**src/rtl/uart_tx_fifo.sv**
```systemverilog
// UART transmit path: in-order byte FIFO feeding an 8N1/8N2 serializer.
// The bit period is latched at each frame start; intr_tx_o pulses once per finished frame.
module uart_tx_fifo #(
  parameter int DEPTH     = 4,
  parameter int STOP_BITS = 1,
  parameter int DIV_W     = 16
) (
  input  logic             clk_i,
  input  logic             rst_i,
  input  logic [DIV_W-1:0] baud_div_i,
  input  logic             tx_en_i,
  input  logic [7:0]       data_i,
  input  logic             data_valid_i,
  output logic             data_ready_o,
  output logic             tx_o,
  output logic             busy_o,
  output logic             tx_empty_o,
  output logic             intr_tx_o
);
  localparam int          AW          = $clog2(DEPTH);
  localparam logic [AW:0] DEPTH_C     = (AW+1)'(DEPTH);
  localparam logic [AW:0] ZERO_C      = (AW+1)'(0);
  localparam logic        LAST_STOP_C = (STOP_BITS == 2) ? 1'b1 : 1'b0;

  typedef enum logic [1:0] {
    IDLE  = 2'd0,
    START = 2'd1,
    DATA  = 2'd2,
    STOP  = 2'd3
  } state_e;

  logic [7:0]       mem_r [DEPTH];
  logic [AW-1:0]    wr_ptr_r;
  logic [AW-1:0]    rd_ptr_r;
  logic [AW:0]      count_r;

  state_e           state_r;
  state_e           state_n_s;
  logic [7:0]       shift_r;
  logic [7:0]       shift_n_s;
  logic [DIV_W-1:0] div_r;
  logic [DIV_W-1:0] div_n_s;
  logic [DIV_W-1:0] baud_cnt_r;
  logic [DIV_W-1:0] baud_cnt_n_s;
  logic [2:0]       bit_idx_r;
  logic [2:0]       bit_idx_n_s;
  logic             stop_cnt_r;
  logic             stop_cnt_n_s;
  logic             tx_r;
  logic             tx_n_s;
  logic             busy_r;
  logic             intr_r;
  logic             intr_n_s;

  logic             push_s;
  logic             pop_s;
  logic             start_ok_s;
  logic [DIV_W-1:0] div_eff_s;
  logic [7:0]       head_s;

  assign data_ready_o = (count_r < DEPTH_C);
  assign tx_empty_o   = (count_r == ZERO_C) && (state_r == IDLE);
  assign push_s       = data_valid_i && data_ready_o;
  assign start_ok_s   = (count_r != ZERO_C) && tx_en_i;
  // Divisors below 2 are forced to 2 so the down-counter never wraps.
  assign div_eff_s    = (baud_div_i < DIV_W'(2)) ? DIV_W'(2) : baud_div_i;
  assign head_s       = mem_r[rd_ptr_r];

  assign tx_o      = tx_r;
  assign busy_o    = busy_r;
  assign intr_tx_o = intr_r;

  // FIFO storage write port
  always_ff @(posedge clk_i) begin
    if (push_s) begin
      mem_r[wr_ptr_r] <= data_i;
    end
  end

  // FIFO pointers and occupancy; pointers wrap naturally at a power-of-two depth
  always_ff @(posedge clk_i) begin
    if (rst_i) begin
      wr_ptr_r <= AW'(0);
      rd_ptr_r <= AW'(0);
      count_r  <= ZERO_C;
    end else begin
      if (push_s) begin
        wr_ptr_r <= wr_ptr_r + AW'(1);
      end
      if (pop_s) begin
        rd_ptr_r <= rd_ptr_r + AW'(1);
      end
      case ({push_s, pop_s})
        2'b10:   count_r <= count_r + (AW+1)'(1);
        2'b01:   count_r <= count_r - (AW+1)'(1);
        default: count_r <= count_r;
      endcase
    end
  end

  // Serializer state and registered outputs
  always_ff @(posedge clk_i) begin
    if (rst_i) begin
      state_r    <= IDLE;
      shift_r    <= 8'h00;
      div_r      <= DIV_W'(0);
      baud_cnt_r <= DIV_W'(0);
      bit_idx_r  <= 3'd0;
      stop_cnt_r <= 1'b0;
      tx_r       <= 1'b1;
      busy_r     <= 1'b0;
      intr_r     <= 1'b0;
    end else begin
      state_r    <= state_n_s;
      shift_r    <= shift_n_s;
      div_r      <= div_n_s;
      baud_cnt_r <= baud_cnt_n_s;
      bit_idx_r  <= bit_idx_n_s;
      stop_cnt_r <= stop_cnt_n_s;
      tx_r       <= tx_n_s;
      busy_r     <= (state_n_s != IDLE);
      intr_r     <= intr_n_s;
    end
  end

  // Next-state and datapath logic for the frame sequencer
  always_comb begin
    state_n_s    = state_r;
    shift_n_s    = shift_r;
    div_n_s      = div_r;
    baud_cnt_n_s = baud_cnt_r;
    bit_idx_n_s  = bit_idx_r;
    stop_cnt_n_s = stop_cnt_r;
    tx_n_s       = tx_r;
    intr_n_s     = 1'b0;
    pop_s        = 1'b0;
    case (state_r)
      IDLE: begin
        if (start_ok_s) begin
          pop_s        = 1'b1;
          shift_n_s    = head_s;
          div_n_s      = div_eff_s;
          baud_cnt_n_s = div_eff_s - DIV_W'(1);
          tx_n_s       = 1'b0;
          state_n_s    = START;
        end else begin
          tx_n_s = 1'b1;
        end
      end
      START: begin
        if (baud_cnt_r == DIV_W'(0)) begin
          state_n_s    = DATA;
          bit_idx_n_s  = 3'd0;
          tx_n_s       = shift_r[0];
          baud_cnt_n_s = div_r - DIV_W'(1);
        end else begin
          baud_cnt_n_s = baud_cnt_r - DIV_W'(1);
        end
      end
      DATA: begin
        if (baud_cnt_r != DIV_W'(0)) begin
          baud_cnt_n_s = baud_cnt_r - DIV_W'(1);
        end else if (bit_idx_r == 3'd7) begin
          state_n_s    = STOP;
          stop_cnt_n_s = 1'b0;
          tx_n_s       = 1'b1;
          baud_cnt_n_s = div_r - DIV_W'(1);
        end else begin
          bit_idx_n_s  = bit_idx_r + 3'd1;
          shift_n_s    = {1'b0, shift_r[7:1]};
          tx_n_s       = shift_r[1];
          baud_cnt_n_s = div_r - DIV_W'(1);
        end
      end
      STOP: begin
        if (baud_cnt_r != DIV_W'(0)) begin
          baud_cnt_n_s = baud_cnt_r - DIV_W'(1);
        end else if (stop_cnt_r != LAST_STOP_C) begin
          stop_cnt_n_s = stop_cnt_r + 1'b1;
          baud_cnt_n_s = div_r - DIV_W'(1);
        end else begin
          // Frame done: chain straight into the next start bit when possible.
          intr_n_s = 1'b1;
          if (start_ok_s) begin
            pop_s        = 1'b1;
            shift_n_s    = head_s;
            div_n_s      = div_eff_s;
            baud_cnt_n_s = div_eff_s - DIV_W'(1);
            tx_n_s       = 1'b0;
            state_n_s    = START;
          end else begin
            tx_n_s    = 1'b1;
            state_n_s = IDLE;
          end
        end
      end
      default: begin
        state_n_s = IDLE;
        tx_n_s    = 1'b1;
      end
    endcase
  end

endmodule
```
**config.mk**
```make
export PLATFORM = sky130hd
export DESIGN_NAME = uart_tx_fifo
export DESIGN_NICKNAME = d
export VERILOG_FILES = /design/src/rtl/uart_tx_fifo.sv
export SDC_FILE = /design/constraint.sdc
export NUM_CORES = 1
export LEC_CHECK = 0
export CORE_ASPECT_RATIO = 2
export CORE_UTILIZATION = 45
export CTS_CLUSTER_DIAMETER = 100
export DETAILED_ROUTE_END_ITERATION = 8
export DONT_BUFFER_PORTS = 1
export PLACE_DENSITY = 0.71
export SYNTH_ARGS = -nofsm -noshare
export SYNTH_HDL_FRONTEND = slang
export SYNTH_SLANG_ARGS = --single-unit
```
**constraint.sdc**
```tcl
create_clock -name clk_i -period 3.8 [get_ports clk_i]
set_input_delay 0.76 -clock clk_i [delete_from_list [all_inputs] [get_ports clk_i]]
set_output_delay 0.76 -clock clk_i [all_outputs]
set_load 0.03 [all_outputs]
```
### After elaboration in Yosys (flattened, before gate mapping)

Memories as Yosys holds them, arrays and structs flattened. A register that Yosys moved wholly into a read port is not among the register bits.
Index checks and enable logic that the tools add are counted.

* register bits: 56
* memories kept: 1
* input port bits: 28
* output and inout port bits: 5
* bits in writable memories: 32
* logic and storage cells: 108

Memories
* mem_r: words 4, bits a word 8, rd ports 1, clocked after Yosys merged registers in 1, write ports 1, line 32 `logic [7:0] mem_r [DEPTH];`

* reductions and logical operators: 20
* eq/ne operators: 12
* $lt $le $gt $ge: 2
* mux-type cells: 51
* bitwise gates (word level): 1
* $add $sub $neg: 9

Operators by type and width (number)
* 2-to-1 mux 16 bit: 9
* case mux 16 bit (4 select lines): 1
* subtractor 16 x 1 -> 16 bit, second input constant: 3
* 2-to-1 mux 8 bit: 5
* case mux 16 bit (2 select lines): 1
* case mux 8 bit (3 select lines): 1
* 2-to-1 mux 1 bit: 17
* zero test 16 bit: 1
* < comparator 16 x 2 -> 1 bit, second input constant: 1
* 2-to-1 mux 2 bit: 8
* nonzero test 16 bit: 1
* != test 2 bit, second input constant: 6
* case mux 3 bit (2 select lines): 2
* AND reduction 4 bit: 3
* nonzero test 2 bit: 5
* 2-to-1 mux 3 bit: 3
* case mux 2 bit (4 select lines): 1
* adder 3 x 1 -> 3 bit, second input constant: 2
* equality test 2 bit, second input constant: 3
* nonzero test 3 bit: 2
* AND reduction 5 bit: 1
* adder 2 x 1 -> 2 bit, second input constant: 2
* equality test 2 x 1 -> 1 bit, second input constant: 2
* case mux 1 bit (2 select lines): 2
* other kinds (11): 13

### Longest topological paths before layout

* depth in word-level cells: 8
* gate-level depth with buffers: 13
* mapped depth without buffers: 12

### Least setup slack after synthesis

No wires, ideal clock.

* path type: input-to-reg
* start: in baud_div_i[10]
* end: reg baud_cnt_r[8]
* arrival: 3.171 ns
* buffers on the path: 0
* required time: 3.708 ns
* library setup time: 0.092 ns
* stages: 10
* path slack: 0.537 ns
* cells stage by stage: nor4_1 > and3_1 > nand2_1 > nand2_1 > ha_1 > nor3b_1 > nand2_1 > or2_2 > a311o_1 > o32ai_1

* longest elaborated chain between the ends: 7

Ends and longest elaborated chain
* start: declaration: line 10 `input logic [DIV_W-1:0] baud_div_i,`
* < comparator 16 x 2 -> 1 bit *: line 66 `assign div_eff_s = (baud_div_i < DIV_W'(2)) ? DIV_W'(2) : baud_div_i;`
* 2-to-1 mux 16 bit *: line 66
* subtractor 16 x 1 -> 16 bit *: line 143, 188
* 2-to-1 mux 16 bit *: line 139, 184
* 2-to-1 mux 16 bit: line 178 `end else if (stop_cnt_r != LAST_STOP_C) begin`
* 2-to-1 mux 16 bit: line 176 `if (baud_cnt_r != DIV_W'(0)) begin`
* case mux 16 bit (4 select lines) *: line 137 `case (state_r)`
* end signal: assignment: line 117 `baud_cnt_r <= baud_cnt_n_s;`
* end: declaration: line 43 `logic [DIV_W-1:0] baud_cnt_r;`

Mark *: on every way between the ends. The rest lies on a longest branch, timed or not.
A chain may end at the register's enable or synchronous reset.

### Worst setup path in the final report

* start: reg baud_cnt_r[6]
* end: reg count_r[2]

* longest elaborated chain between the ends: 5
* elaborated cells on any way between the ends: 7
* classes of those cells: eq/ne (2); mux (3); reduce/logical (2)

Ends and longest elaborated chain
* nonzero test 16 bit *: line 176
* 2-to-1 mux 1 bit *: line 176
* case mux 1 bit (2 select lines) *: line 137
* named net pop_s: line 56 `logic pop_s;`
* equality test 2 x 1 -> 1 bit / equality test 2 bit (equally long branches): line 93 `case ({push_s, pop_s})`
* case mux 3 bit (2 select lines) / nonzero test 2 bit (equally long branches)
* end signal: assignment: line 94 `2'b10: count_r <= count_r + (AW+1)'(1);`
* end signal: assignment: line 95 `2'b01: count_r <= count_r - (AW+1)'(1);`
* end signal: assignment: line 96 `default: count_r <= count_r;`
* end: declaration: line 35 `logic [AW:0] count_r;`

Mark *: on every way through the listed nets, which the timed path passes. The rest lies on a longest branch.

==> results.tsv <==
metric	value	unit
status	completed	
r2r_slack	0.53	ns
p_sw_share	46.0	%
grt_antenna_before_repair	0	
critical_path.startpoint	baud_cnt_r[6]$_SDFF_PP0_	
synthDistinctLibCells	71	
stdcell_count	654	
core	0.0106	sq mm
clockBufferDepth	2	
die_area	0.0115	sq mm
hold_start	shift_r[3]$_SDFFE_PP0P_	
fp.dieH	150	microns
post-place-ws	0.572	ns
cts_max_level	3	
start_kind	register	
synthFlopType	dfxtp_1	
die_w	76.2	microns
cap_viol_max_count	0	
grt_max_degree	51	
cp_max_fo	12	
layout_commonest_cell	dfxtp_1	
slew_headroom	30.3	%
hold_depth	2	
post-route-util	50.1	%
fin_crit_sh	85.9	%
timing.rr.end	count_r[2]$_SDFFE_PP0P_	
cts_buffers	9	
rows	53	
post_dp_cell_area	0.00505	sq mm
synth_seq_cells	89	
grt_use_total	23.9	%
drt_wl_total	13.0	mm
vias	4098	
worstPathArrival	3.54	ns
syn_inst	529	
cp_top_family	simple AND/OR/NAND/NOR gates	
power_density	926	mW/mm^2
crit_chain	nor4_4 > and4_2 > a21oi_1 > nor3_1 > ha_1 > inv_1 > fa_1 > xor2_1 > or3_1 > a21oi_1	
clk_pin_slew	0.06	ns
synth_nets	573	
path_buf_inv	1	
routed_via_density	6.27	
grt_overflow	0	
first_pass_iters	6	
worstSetupPathType	register to register	
worst_pin_slew	1.04	ns
layout_common_cells	57 x dfxtp_1, 49 x a21oi_1, 49 x nand2_1	
synthArstFlopShare	0	%
cp_slowest_cell	nor4_4	
nets	556	
postCtsSetupBuffers	0	
ir_drop	0.000521	V
drc	0	
ys_warn_count	0	
clock_skew	0.00794	ns
cp_common_cell	a21oi_1	
finalHoldViolations	0	
ff2ff_path_depth	10	
portBuffers	0	
clk_latency	0.35	ns
antennaDiodeCount	0	
grt_pass1_wl	20.7	mm
ios	33	
syn_area	0.00496	sq mm
switching_power	0.00226	W
drive_gt1_share	8.90	%
crit_required	4.07	ns
intPower	0.00266	W
critPathMaxStageDelay	0.59	ns
cts_tree	yes	
cp_num_cells	10	
clkPwrFrac	16.4	%
period_needed	3.27	ns
grt_pass1_vias	4104	
min-delay-path-class	register to register	
root_buffer	clkbuf_16	
place.gp.congestion	0.984	
end_kind	register	
setup_ws	0.534	ns
leakagePower	1.81	nW
slew_violations	0	
antenna_left	0	
comb_power_share	53.4	%
routedWlPerCell	19.9	microns
drt_iter0_drc	350	
dpl.cell_count	638	
postCtsResizedCells	0	
fmax	0.306	GHz
fin_tns_setup	0	ns
initial_utilization	46.7	%
synth.avg_cell_area	9.37	sq um
area_growth	7.17	%
fin_area	0.00531	sq mm
synth-edff-count	32	
r2r-start	baud_cnt_r[6]$_SDFF_PP0_	
cts.sinks	89	
holdBufCountCts	0	
hpwl	9.75	mm
setup_viol	0	
whs_endpoint	shift_r[3]$_SDFFE_PP0P_	
synth_seq_area_share	42.4	%
p_seq_share	30.2	%
rsz0062_at_grt	no	
[synth_stat cells (3+ instances only)]
master	count	area, sq um
a21oi_1	49	245
a22oi_1	4	30.0
edfxtp_1	32	961
and2_1	6	37.5
a21o_1	6	45.0
nor4b_1	4	35.0
or2_2	3	18.8
mux2i_1	12	120
xor2_1	20	175
mux4_2	8	180
o22ai_1	6	37.5
nor4_1	10	62.6
nor3_1	17	85.1
clkbuf_1	26	97.6
nor2_1	44	165
buf_2	4	20.0
or3_1	4	25.0
ha_1	15	188
o32ai_1	6	52.6
nand3_1	19	95.1
nand4_1	7	43.8
inv_1	15	56.3
o21ai_0	12	60.1
dfxtp_1	57	1140
buf_1	3	11.3
o211ai_1	5	37.5
xnor2_1	11	96.3
nand2b_1	3	18.8
nand2_1	49	184
a211o_1	3	26.3
a311o_1	3	30.0
o31ai_1	5	37.5
or4_1	9	67.6
[power groups by stage]
| stage | Sequential [W] | Clock (W) | Combinational, W |
|---|---|---|---|
| detailed placement | 0.00150 | 0 | 0.00256 |
| floorplan | 0.00139 | 0 | 0.00202 |
| global placement | 0.00149 | 0 | 0.00251 |
| CTS | 0.00148 | 0.000816 | 0.00257 |
| global route | 0.00153 | 0.000851 | 0.00284 |
| finish | 0.00149 | 0.000808 | 0.00263 |
[kinds of logic (layout without fill, tap and decap cells)]
group	count (synthesis)	in the layout	synth area share [%]
xor gates and xnor gates	31	31	5.48
and+or+nand+nor	191	191	20.0
DFF	89	89	42.4
buffers and inverters	51	39	4.14
AOI/OAI and AO/OA	131	131	17.7
muxes	20	20	6.06
adders and majority gates	16	16	4.19
[cell type report]
type / count / area, sq um
clock buffer: 11 / 233
multi-input combinational: 389 / 2660
fill: 1001 / 5300
inverter: 16 / 60.1
tap: 137 / 171
sequential: 89 / 2100
clock inverter: 5 / 32.5
timing repair buffer: 7 / 52.6
[flip-flops by register name (all words and copies together) (netlist names), named ones only]
register    count
shift_r         8
bit_idx_r       3
wr_ptr_r        2
mem_r          32
intr_tx_o       1
tx_o            1
state_r         2
baud_cnt_r     16
count_r         3
div_r          16
busy_o          1
rd_ptr_r        2
[through the flow]
| stage | hold slack (ns) | power [W] |
|---|---|---|
| 6_report | 0.460 | 0.00492 |
| 5_1_grt | 0.477 | 0.00521 |
| 4_1_cts | 0.461 | 0.00487 |
| 3_5_place_dp | 0.451 | 0.00406 |
| 3_3_place_gp | 0.446 | 0.00400 |
| 2_1_floorplan | 0.443 | 0.00341 |
[how the worst max path moves through the flow]
stage | end | slack, ns
floorplan | baud_cnt_r[8]$_SDFF_PP0_ | 0.54
finish | count_r[2]$_SDFFE_PP0P_ | 0.53
detailed placement | baud_cnt_r[8]$_SDFF_PP0_ | 0.57
global placement | baud_cnt_r[8]$_SDFF_PP0_ | 0.65
global route | count_r[2]$_SDFFE_PP0P_ | 0.38
CTS | count_r[2]$_SDFFE_PP0P_ | 0.58
[tightest hold or removal path, delay by kind of cell, from the launching register on]
| kind | cells | cell delay (ns) |
|---|---|---|
| flops | 1 | 0.31 |
| compound gates | 1 | 0.05 |
| simple gates | 1 | 0.06 |
[routing by layer]
layer / track usage, % / vias up / part of all wire (%) / wire (microns)
li1: - / 1939 / - / -
met1: 22.5 / 1961 / 35 / 4540
met2: 46.0 / 154 / 55 / 7200
met3: 4.55 / 44 / 4.2 / 546
met4: 16.2 / 0 / 5.7 / 743
met5: 0 / - / 0 / 0
Power figures use the tool's default switching activity.
